==> config.mk <==
export PLATFORM = sky130hd
export DESIGN_NAME = pipeline_hazard_controller_flat
export DESIGN_NICKNAME = d
export VERILOG_FILES = /design/src/rtl/pipeline_hazard_controller_if.sv /design/src/rtl/pipeline_hazard_controller.sv /design/src/flat_wrapper.sv
export SDC_FILE = /design/constraint.sdc
export NUM_CORES = 1
export LEC_CHECK = 0
export BUFFER_PORTS_ARGS = -buffer_cell sky130_fd_sc_hd__buf_2
export CAP_MARGIN = 20
export CELL_PAD_IN_SITES_DETAIL_PLACEMENT = 0
export CELL_PAD_IN_SITES_GLOBAL_PLACEMENT = 1
export CORE_ASPECT_RATIO = 1.25
export CORE_MARGIN = 3
export CORE_UTILIZATION = 30
export CTS_CLUSTER_DIAMETER = 80
export DETAILED_ROUTE_END_ITERATION = 8
export GPL_ROUTABILITY_DRIVEN = 0
export HOLD_SLACK_MARGIN = 0.08
export PLACE_DENSITY_LB_ADDON = 0.1
export REMOVE_ABC_BUFFERS = 1
export SLEW_MARGIN = 40
export SYNTH_ARGS = -nofsm -noshare
export SYNTH_HDL_FRONTEND = slang
export SYNTH_SLANG_ARGS = --single-unit
export TNS_END_PERCENT = 20
==> constraint.sdc <==
create_clock -name i_clk -period 3.54 [get_ports i_clk]
set_clock_uncertainty 0.05 [all_clocks]
set_input_delay 0.177 -clock i_clk [delete_from_list [all_inputs] [get_ports i_clk]]
set_output_delay 0.177 -clock i_clk [all_outputs]
set_load 0.02 [all_outputs]
==> src/rtl/pipeline_hazard_controller_if.sv <==
// pipeline_hazard_controller_if: stage register fields in, pipeline control signals out
interface pipeline_hazard_controller_if #(parameter int CNT_W = 16);
  logic             id_valid;
  logic [4:0]       id_rs;
  logic [4:0]       id_rt;
  logic             id_uses_rs;
  logic             id_uses_rt;
  logic             id_muldiv;
  logic             id_hilo_read;
  logic             ex_valid;
  logic [4:0]       ex_rs;
  logic [4:0]       ex_rt;
  logic [4:0]       ex_rd;
  logic             ex_mem_read;
  logic             ex_branch_taken;
  logic [4:0]       mem_rd;
  logic             mem_reg_write;
  logic [4:0]       wb_rd;
  logic             wb_reg_write;
  logic [1:0]       fwd_a;
  logic [1:0]       fwd_b;
  logic             pc_stall;
  logic             ifid_stall;
  logic             idex_bubble;
  logic             ifid_flush;
  logic             idex_flush;
  logic             muldiv_busy;
  logic [CNT_W-1:0] stall_cycles;
  modport master (
    output id_valid, id_rs, id_rt, id_uses_rs, id_uses_rt, id_muldiv, id_hilo_read,
           ex_valid, ex_rs, ex_rt, ex_rd, ex_mem_read, ex_branch_taken,
           mem_rd, mem_reg_write, wb_rd, wb_reg_write,
    input  fwd_a, fwd_b, pc_stall, ifid_stall, idex_bubble, ifid_flush, idex_flush,
           muldiv_busy, stall_cycles
  );
  modport slave (
    input  id_valid, id_rs, id_rt, id_uses_rs, id_uses_rt, id_muldiv, id_hilo_read,
           ex_valid, ex_rs, ex_rt, ex_rd, ex_mem_read, ex_branch_taken,
           mem_rd, mem_reg_write, wb_rd, wb_reg_write,
    output fwd_a, fwd_b, pc_stall, ifid_stall, idex_bubble, ifid_flush, idex_flush,
           muldiv_busy, stall_cycles
  );
endinterface

==> src/rtl/pipeline_hazard_controller.sv <==
// pipeline_hazard_controller: forwarding, load-use/HI-LO stalls, branch flushes, stall counter
module pipeline_hazard_controller #(
  parameter int MULDIV_LATENCY = 32,
  parameter int CNT_W          = 16
) (
  input logic i_clk,
  input logic i_reset,
  pipeline_hazard_controller_if.slave hz
);
  typedef enum logic {MD_IDLE, MD_BUSY} md_state_t;
  md_state_t        state, state_nx;
  logic [7:0]       cnt, cnt_nx;
  logic [CNT_W-1:0] stall_cnt;
  logic [1:0]       fwd_a, fwd_b;
  logic             lu, hl, stall, br, issue;
  assign fwd_a = (hz.mem_reg_write && hz.mem_rd != 5'd0 && hz.mem_rd == hz.ex_rs) ? 2'b10 :
                 (hz.wb_reg_write && hz.wb_rd != 5'd0 && hz.wb_rd == hz.ex_rs) ? 2'b01 : 2'b00;
  assign fwd_b = (hz.mem_reg_write && hz.mem_rd != 5'd0 && hz.mem_rd == hz.ex_rt) ? 2'b10 :
                 (hz.wb_reg_write && hz.wb_rd != 5'd0 && hz.wb_rd == hz.ex_rt) ? 2'b01 : 2'b00;
  assign lu    = hz.id_valid && hz.ex_valid && hz.ex_mem_read && hz.ex_rd != 5'd0 &&
                 ((hz.id_uses_rs && hz.ex_rd == hz.id_rs) || (hz.id_uses_rt && hz.ex_rd == hz.id_rt));
  assign hl    = hz.id_valid && (state == MD_BUSY) && (hz.id_muldiv || hz.id_hilo_read);
  assign br    = hz.ex_branch_taken;
  assign stall = (lu || hl) && !br;
  assign issue = hz.id_valid && hz.id_muldiv && !stall && !br;
  // HI/LO busy state and remaining-cycle counter
  always_ff @(posedge i_clk or posedge i_reset) begin
    if (i_reset) begin
      state <= MD_IDLE;
      cnt   <= 8'd0;
    end else begin
      state <= state_nx;
      cnt   <= cnt_nx;
    end
  end
  // Load the latency on issue, count down while busy, go idle after the last busy cycle
  always_comb begin
    state_nx = state;
    cnt_nx   = cnt;
    if (state == MD_IDLE && issue) begin
      state_nx = MD_BUSY;
      cnt_nx   = 8'(MULDIV_LATENCY);
    end else if (state == MD_BUSY) begin
      cnt_nx   = cnt - 8'd1;
      state_nx = (cnt == 8'd1) ? MD_IDLE : MD_BUSY;
    end
  end
  // Drive the control outputs; combinational ones are held low during reset
  always_comb begin
    hz.fwd_a        = i_reset ? 2'b00 : fwd_a;
    hz.fwd_b        = i_reset ? 2'b00 : fwd_b;
    hz.pc_stall     = !i_reset && stall;
    hz.ifid_stall   = !i_reset && stall;
    hz.idex_bubble  = !i_reset && stall;
    hz.ifid_flush   = !i_reset && br;
    hz.idex_flush   = !i_reset && br;
    hz.muldiv_busy  = (state == MD_BUSY);
    hz.stall_cycles = stall_cnt;
  end
  // Saturating count of PC-stall cycles
  always_ff @(posedge i_clk or posedge i_reset) begin
    if (i_reset) stall_cnt <= '0;
    else if (hz.pc_stall && stall_cnt != {CNT_W{1'b1}}) stall_cnt <= stall_cnt + 1'b1;
  end
endmodule
==> src/flat_wrapper.sv <==
// flat-port wrapper written by rule: the top's interface ports become plain ports
module pipeline_hazard_controller_flat 
#(
  parameter int MULDIV_LATENCY = 32,
  parameter int CNT_W          = 16
)
  (i_clk, i_reset, hz_id_valid, hz_id_rs, hz_id_rt, hz_id_uses_rs, hz_id_uses_rt, hz_id_muldiv, hz_id_hilo_read, hz_ex_valid, hz_ex_rs, hz_ex_rt, hz_ex_rd, hz_ex_mem_read, hz_ex_branch_taken, hz_mem_rd, hz_mem_reg_write, hz_wb_rd, hz_wb_reg_write, hz_fwd_a, hz_fwd_b, hz_pc_stall, hz_ifid_stall, hz_idex_bubble, hz_ifid_flush, hz_idex_flush, hz_muldiv_busy, hz_stall_cycles);
  pipeline_hazard_controller_if #(.CNT_W(CNT_W)) hz_i ();
  input logic i_clk;
  input logic i_reset;
  input wire logic [$bits(hz_i.id_valid)-1:0] hz_id_valid;
  input wire logic [$bits(hz_i.id_rs)-1:0] hz_id_rs;
  input wire logic [$bits(hz_i.id_rt)-1:0] hz_id_rt;
  input wire logic [$bits(hz_i.id_uses_rs)-1:0] hz_id_uses_rs;
  input wire logic [$bits(hz_i.id_uses_rt)-1:0] hz_id_uses_rt;
  input wire logic [$bits(hz_i.id_muldiv)-1:0] hz_id_muldiv;
  input wire logic [$bits(hz_i.id_hilo_read)-1:0] hz_id_hilo_read;
  input wire logic [$bits(hz_i.ex_valid)-1:0] hz_ex_valid;
  input wire logic [$bits(hz_i.ex_rs)-1:0] hz_ex_rs;
  input wire logic [$bits(hz_i.ex_rt)-1:0] hz_ex_rt;
  input wire logic [$bits(hz_i.ex_rd)-1:0] hz_ex_rd;
  input wire logic [$bits(hz_i.ex_mem_read)-1:0] hz_ex_mem_read;
  input wire logic [$bits(hz_i.ex_branch_taken)-1:0] hz_ex_branch_taken;
  input wire logic [$bits(hz_i.mem_rd)-1:0] hz_mem_rd;
  input wire logic [$bits(hz_i.mem_reg_write)-1:0] hz_mem_reg_write;
  input wire logic [$bits(hz_i.wb_rd)-1:0] hz_wb_rd;
  input wire logic [$bits(hz_i.wb_reg_write)-1:0] hz_wb_reg_write;
  output wire logic [$bits(hz_i.fwd_a)-1:0] hz_fwd_a;
  output wire logic [$bits(hz_i.fwd_b)-1:0] hz_fwd_b;
  output wire logic [$bits(hz_i.pc_stall)-1:0] hz_pc_stall;
  output wire logic [$bits(hz_i.ifid_stall)-1:0] hz_ifid_stall;
  output wire logic [$bits(hz_i.idex_bubble)-1:0] hz_idex_bubble;
  output wire logic [$bits(hz_i.ifid_flush)-1:0] hz_ifid_flush;
  output wire logic [$bits(hz_i.idex_flush)-1:0] hz_idex_flush;
  output wire logic [$bits(hz_i.muldiv_busy)-1:0] hz_muldiv_busy;
  output wire logic [$bits(hz_i.stall_cycles)-1:0] hz_stall_cycles;
  assign hz_i.id_valid = hz_id_valid;
  assign hz_i.id_rs = hz_id_rs;
  assign hz_i.id_rt = hz_id_rt;
  assign hz_i.id_uses_rs = hz_id_uses_rs;
  assign hz_i.id_uses_rt = hz_id_uses_rt;
  assign hz_i.id_muldiv = hz_id_muldiv;
  assign hz_i.id_hilo_read = hz_id_hilo_read;
  assign hz_i.ex_valid = hz_ex_valid;
  assign hz_i.ex_rs = hz_ex_rs;
  assign hz_i.ex_rt = hz_ex_rt;
  assign hz_i.ex_rd = hz_ex_rd;
  assign hz_i.ex_mem_read = hz_ex_mem_read;
  assign hz_i.ex_branch_taken = hz_ex_branch_taken;
  assign hz_i.mem_rd = hz_mem_rd;
  assign hz_i.mem_reg_write = hz_mem_reg_write;
  assign hz_i.wb_rd = hz_wb_rd;
  assign hz_i.wb_reg_write = hz_wb_reg_write;
  assign hz_fwd_a = hz_i.fwd_a;
  assign hz_fwd_b = hz_i.fwd_b;
  assign hz_pc_stall = hz_i.pc_stall;
  assign hz_ifid_stall = hz_i.ifid_stall;
  assign hz_idex_bubble = hz_i.idex_bubble;
  assign hz_ifid_flush = hz_i.ifid_flush;
  assign hz_idex_flush = hz_i.idex_flush;
  assign hz_muldiv_busy = hz_i.muldiv_busy;
  assign hz_stall_cycles = hz_i.stall_cycles;
  pipeline_hazard_controller #(.MULDIV_LATENCY(MULDIV_LATENCY), .CNT_W(CNT_W)) u_core (.i_clk(i_clk), .i_reset(i_reset), .hz(hz_i));
endmodule
# Word-level counts from Yosys, hierarchy flattened
# Cells that the tools add are included.
dict set report word_totals {
  in_bits 47
  regBits 25
  elab_cells 57
}
dict set report classes {
  n_mux 11
  n_eq_ne 8
  n_addsub 2
  bitwise 1
  reduce_logical 32
}
# op n
set op_table {}
lappend op_table {{5-bit == test} 6}
lappend op_table {{1-bit logical AND} 22}
lappend op_table {{16-bit by 1-bit adder with 16-bit output (second input constant)} 1}
lappend op_table {{8-bit 2-to-1 mux} 2}
lappend op_table {{16-bit != test (second input constant)} 1}
lappend op_table {{5-bit nonzero test} 3}
lappend op_table {{8-bit by 1-bit == test with 1-bit output (second input constant)} 1}
lappend op_table {{2-bit 2-to-1 mux} 4}
lappend op_table {{8-bit by 1-bit subtractor with 8-bit output (second input constant)} 1}
lappend op_table {{1-bit 2-to-1 mux} 5}
lappend op_table {{1-bit logical NOT} 3}
lappend op_table {{1-bit logical OR} 3}
lappend op_table {{2-bit nonzero test} 1}
lappend op_table {{1-bit inverter} 1}

# Depth between registers and ports, before layout
dict set report depth {
  word_depth 11
  mapped_depth 8
}

# Worst setup path after synthesis
# No wires, ideal clock.
dict set report synth_timing {
  path_kind {input-to-output}
  startpoint {input port i_reset}
  endpoint {output port hz_fwd_a[0]}
  n_path_buf 0
  setup_slack_ns 1.235
  arrival_time_ns 2.078
  cell_stages 4
  path_cell_list {inv_1 o211ai_1 or4_1 nor4_1}
}
dict set report synth_via {
  elab_chain_cells 1
}
# item line
set synth_rtl {}
lappend synth_rtl {{start, declared} flat_wrapper.sv:10} ;# input logic i_reset;
lappend synth_rtl {{2-bit 2-to-1 mux} pipeline_hazard_controller.sv:50} ;# hz.fwd_a = i_reset ? 2'b00 : fwd_a;
lappend synth_rtl {{end, declared} flat_wrapper.sv:28} ;# output wire logic [$bits(hz_i.fwd_a)-1:0] hz_fwd_a;
# Every way passes these cells.

# Final worst setup path
dict set report layout_timing {
  startpoint {register u_core.stall_cnt[0], in the netlist u_core.hz.stall_cycles[0]}
  endpoint {register u_core.stall_cnt[1], in the netlist u_core.hz.stall_cycles[1]}
}
dict set report layout_via {
  elab_chain_cells 2
}
# item line
set layout_rtl {}
lappend layout_rtl {{start, declared} pipeline_hazard_controller.sv:13} ;# logic [CNT_W-1:0] stall_cnt;
lappend layout_rtl {{start signal, assigned} pipeline_hazard_controller.sv:63} ;# else if (hz.pc_stall && stall_cnt != {CNT_W{1'b1}}) stall_cnt <= stall_cnt + 1'b1;
lappend layout_rtl {{branches (longest 2 deep; another with 16-bit by 1-bit adder with 16-bit output)} --}
# Several ways; the timed one is not identified.
# A chain may end at the register's enable or synchronous reset.

==> impl_metrics.json <==
{
  "ioPinCount": 73,
  "grt_max_degree": 26,
  "top_layer_used": "met4",
  "cts_resized": 0,
  "critPathMaxStageDelay_ns": 0.42,
  "min_to": "u_core.cnt[3]$_DFFE_PP0P_",
  "grt_pass1_vias": 1543,
  "wl_met2_um": 1920,
  "status": "completed",
  "cp.arrival_ns": 2.36,
  "clock_sinks": 25,
  "synth_cell_type_count": 34,
  "dr.pass1.iters": 3,
  "die_area_mm2": 0.00673,
  "clkTransAtPathRegs_ns": 0.09,
  "crit_required_ns": 3.65,
  "grt_pass1_wl_um": 6890,
  "final-hold-violation-count": 0,
  "clockRootBuffer": "clkbuf_8",
  "hold_depth": 3,
  "yosys_warnings": 0,
  "cpMaxStageDelayCell": "dfrtp_1",
  "fp.dieH_um": 90.9,
  "synth_ff_type": "dfrtp_1",
  "grt_antenna_before_repair": 0,
  "synth-seq-area-share_pct": 36.1,
  "reg2reg_slack_ns": 1.28,
  "r2r_end": "u_core.hz.stall_cycles[1]$_DFFE_PP0P_",
  "syn_avg_cell_area_um2": 9.51,
  "drt_iter0_drc": 19,
  "ys_ff_latch": 25,
  "reg2reg_depth": 7,
  "num_antenna_cells": 0,
  "setup_viol": 0,
  "min_period_ns": 2.26,
  "avgRoutedWirePerCell_um": 12.7,
  "grt_overflow": 0,
  "synth_edf_count": 0,
  "antenna_left": 0,
  "h-tree-depth": 1,
  "hpwl_um": 3250,
  "worst_pin_slew_ns": 0.680,
  "hold_slack_ns": 0.267,
  "netlist_top_cells_area": "dfrtp_1, xor2_1, xnor2_1",
  "netlist.area_leader.share_pct": 36.1,
  "final_common_cell": "buf_2",
  "drt_wl_total_um": 4050,
  "irDropWorstVdd_mv": 0.206,
  "area_growth_pct": 26.6,
  "synth_area_mm2": 0.00173,
  "start_util_pct": 31.4,
  "path_max_fanout": 12,
  "coreArea_mm2": 0.00552,
  "drive_gt1_share_pct": 34.1,
  "fp-row-count": 30,
  "async_reset_ff_share_pct": 100,
  "p_leak_uw": 0.00114,
  "post-synth-top-area-cell": "dfrtp_1",
  "finalMaxSlewViolations": 0,
  "wl_met3_um": 247,
  "hp-class": "in2reg",
  "min_period_over_period_pct": 63.7,
  "critical_path_class": "reg2reg",
  "fin_tns_setup_ns": 0,
  "port_buffers": 72,
  "r2r-start": "u_core.hz.stall_cycles[0]$_DFFE_PP0P_",
  "worstHoldStart": "hz_ex_branch_taken",
  "vias": 1547,
  "drv_cap": 0,
  "worstPathCellList": "ha_1 > and3_1 > and3_4 > nand4_1 > nand2_1 > nor2_1 > mux2_2",
  "layout.nets": 306,
  "cts_buffer_depth": 2,
  "crit_path_start_kind": "flop",
  "cp-end-kind": "flop",
  "syn_inst": 182,
  "power_density_mw_per_mm2": 456,
  "avgViaCountPerCell": 4.85,
  "cts_tree": "built",
  "wl_met1_um": 1840,
  "chipWidth_um": 74.0,
  "timing.slew.headroom_pct": 54.3,
  "drc": 0,
  "cts_made_buffers": 3,
  "clkLatencyLatePin_ns": 0.26,
  "layout_common_cells": "buf_2, xor2_1, dfrtp_1",
  "fmax_mhz": 443,
  "grt_usage_pct": 12.4,
  "rsz0062_at_grt": "false"
}
==> sequential cells by signal, summed over array words and instances (netlist names) <==
register,flops
u_core.hz.stall_cycles,16
u_core.hz.muldiv_busy,1
u_core.cnt,8
==> synth_stat cells (2+ instances only) <==
| library cell | number |
|---|---|
| a21o_1 | 2 |
| a21oi_1 | 8 |
| and2_1 | 3 |
| and3_1 | 5 |
| buf_4 | 3 |
| buf_6 | 2 |
| dfrtp_1 | 25 |
| ha_1 | 3 |
| inv_1 | 4 |
| mux2_2 | 3 |
| nand2_1 | 14 |
| nand3_1 | 10 |
| nand4_1 | 4 |
| nor2_1 | 10 |
| nor3_1 | 12 |
| nor3b_1 | 3 |
| nor4_1 | 6 |
| nor4_4 | 2 |
| or4_1 | 4 |
| xnor2_1 | 21 |
| xor2_1 | 25 |
==> stage by stage <==
stage	util, %	instance area (µm²)	setup slack (ns)	power, µW	std cells
global placement	38.7	2140	1.34	838	314
floorplan	-	1680	1.19	701	176
CTS	39.7	2190	1.28	1020	319
finish	39.7	2190	1.28	1000	319
global route	39.7	2190	1.14	1080	319
detailed placement	38.7	2140	1.30	840	314
==> cells by family (layout without fill, tap and decap cells) <==
family / Yosys count / after routing / synth area share (%)
AND/OR/NAND/NOR: 78 / 78 / 26.2
flip-flops: 25 / 25 / 36.1
adder cells (fa/ha/maj): 3 / 3 / 2.17
multiplexers: 3 / 3 / 1.95
AO/OA/AOI/OAI: 17 / 17 / 6.50
XOR/XNOR: 46 / 46 / 23.3
buffers and inverters: 10 / 83 / 3.76
==> layer usage <==
layer / global-route usage, % / up-vias
li1: - / 782
met1: 16.0 / 705
met2: 20.8 / 58
met3: 1.88 / 2
met4: 4.08 / 0
met5: 0 / -
==> final cells by class <==
cell class	instances	area, µm²
clock buffer	4	45.0
timing repair buffer	75	385
inverter	4	15.0
multi-input combinational	147	1040
sequential	25	626
tap	64	80.1
fill	566	3330
==> how the worst max path moves through the flow <==
stage | from | endpoint | slack [ns] | depth (start not counted)
floorplan | u_core.hz.muldiv_busy$_DFF_PP0_ | hz_idex_bubble | 1.19 | 3
global placement | u_core.hz.stall_cycles[0]$_DFFE_PP0P_ | u_core.hz.stall_cycles[1]$_DFFE_PP0P_ | 1.34 | 7
detailed placement | u_core.hz.stall_cycles[0]$_DFFE_PP0P_ | u_core.hz.stall_cycles[1]$_DFFE_PP0P_ | 1.30 | 7
CTS | u_core.hz.stall_cycles[0]$_DFFE_PP0P_ | u_core.hz.stall_cycles[1]$_DFFE_PP0P_ | 1.28 | 7
global route | i_reset | hz_fwd_b[0] | 1.14 | 7
finish | u_core.hz.stall_cycles[0]$_DFFE_PP0P_ | u_core.hz.stall_cycles[1]$_DFFE_PP0P_ | 1.28 | 7
==> critical path: cells and delay by family (launching register included) <==
kind	cells	cell delay (ns)
simple gates	5	1.08
fa+ha+maj	1	0.23
flops	1	0.42
mux	1	0.36
==> where the power goes <==
part	switching (µW)	total [µW]	internal (µW)
sequential	74.8	432	357
combinational	214	397	183
clock	90.0	170	80.5
total	379	1000	621
==> timing repair <==
action	4_1_cts	5_1_grt
endpoints found under the setup margin	0	0
endpoints found under the hold margin	25	0
buffers inserted	0	0
hold buffers	1	0
No activity file was read; power rests on OpenSTA's default activity.
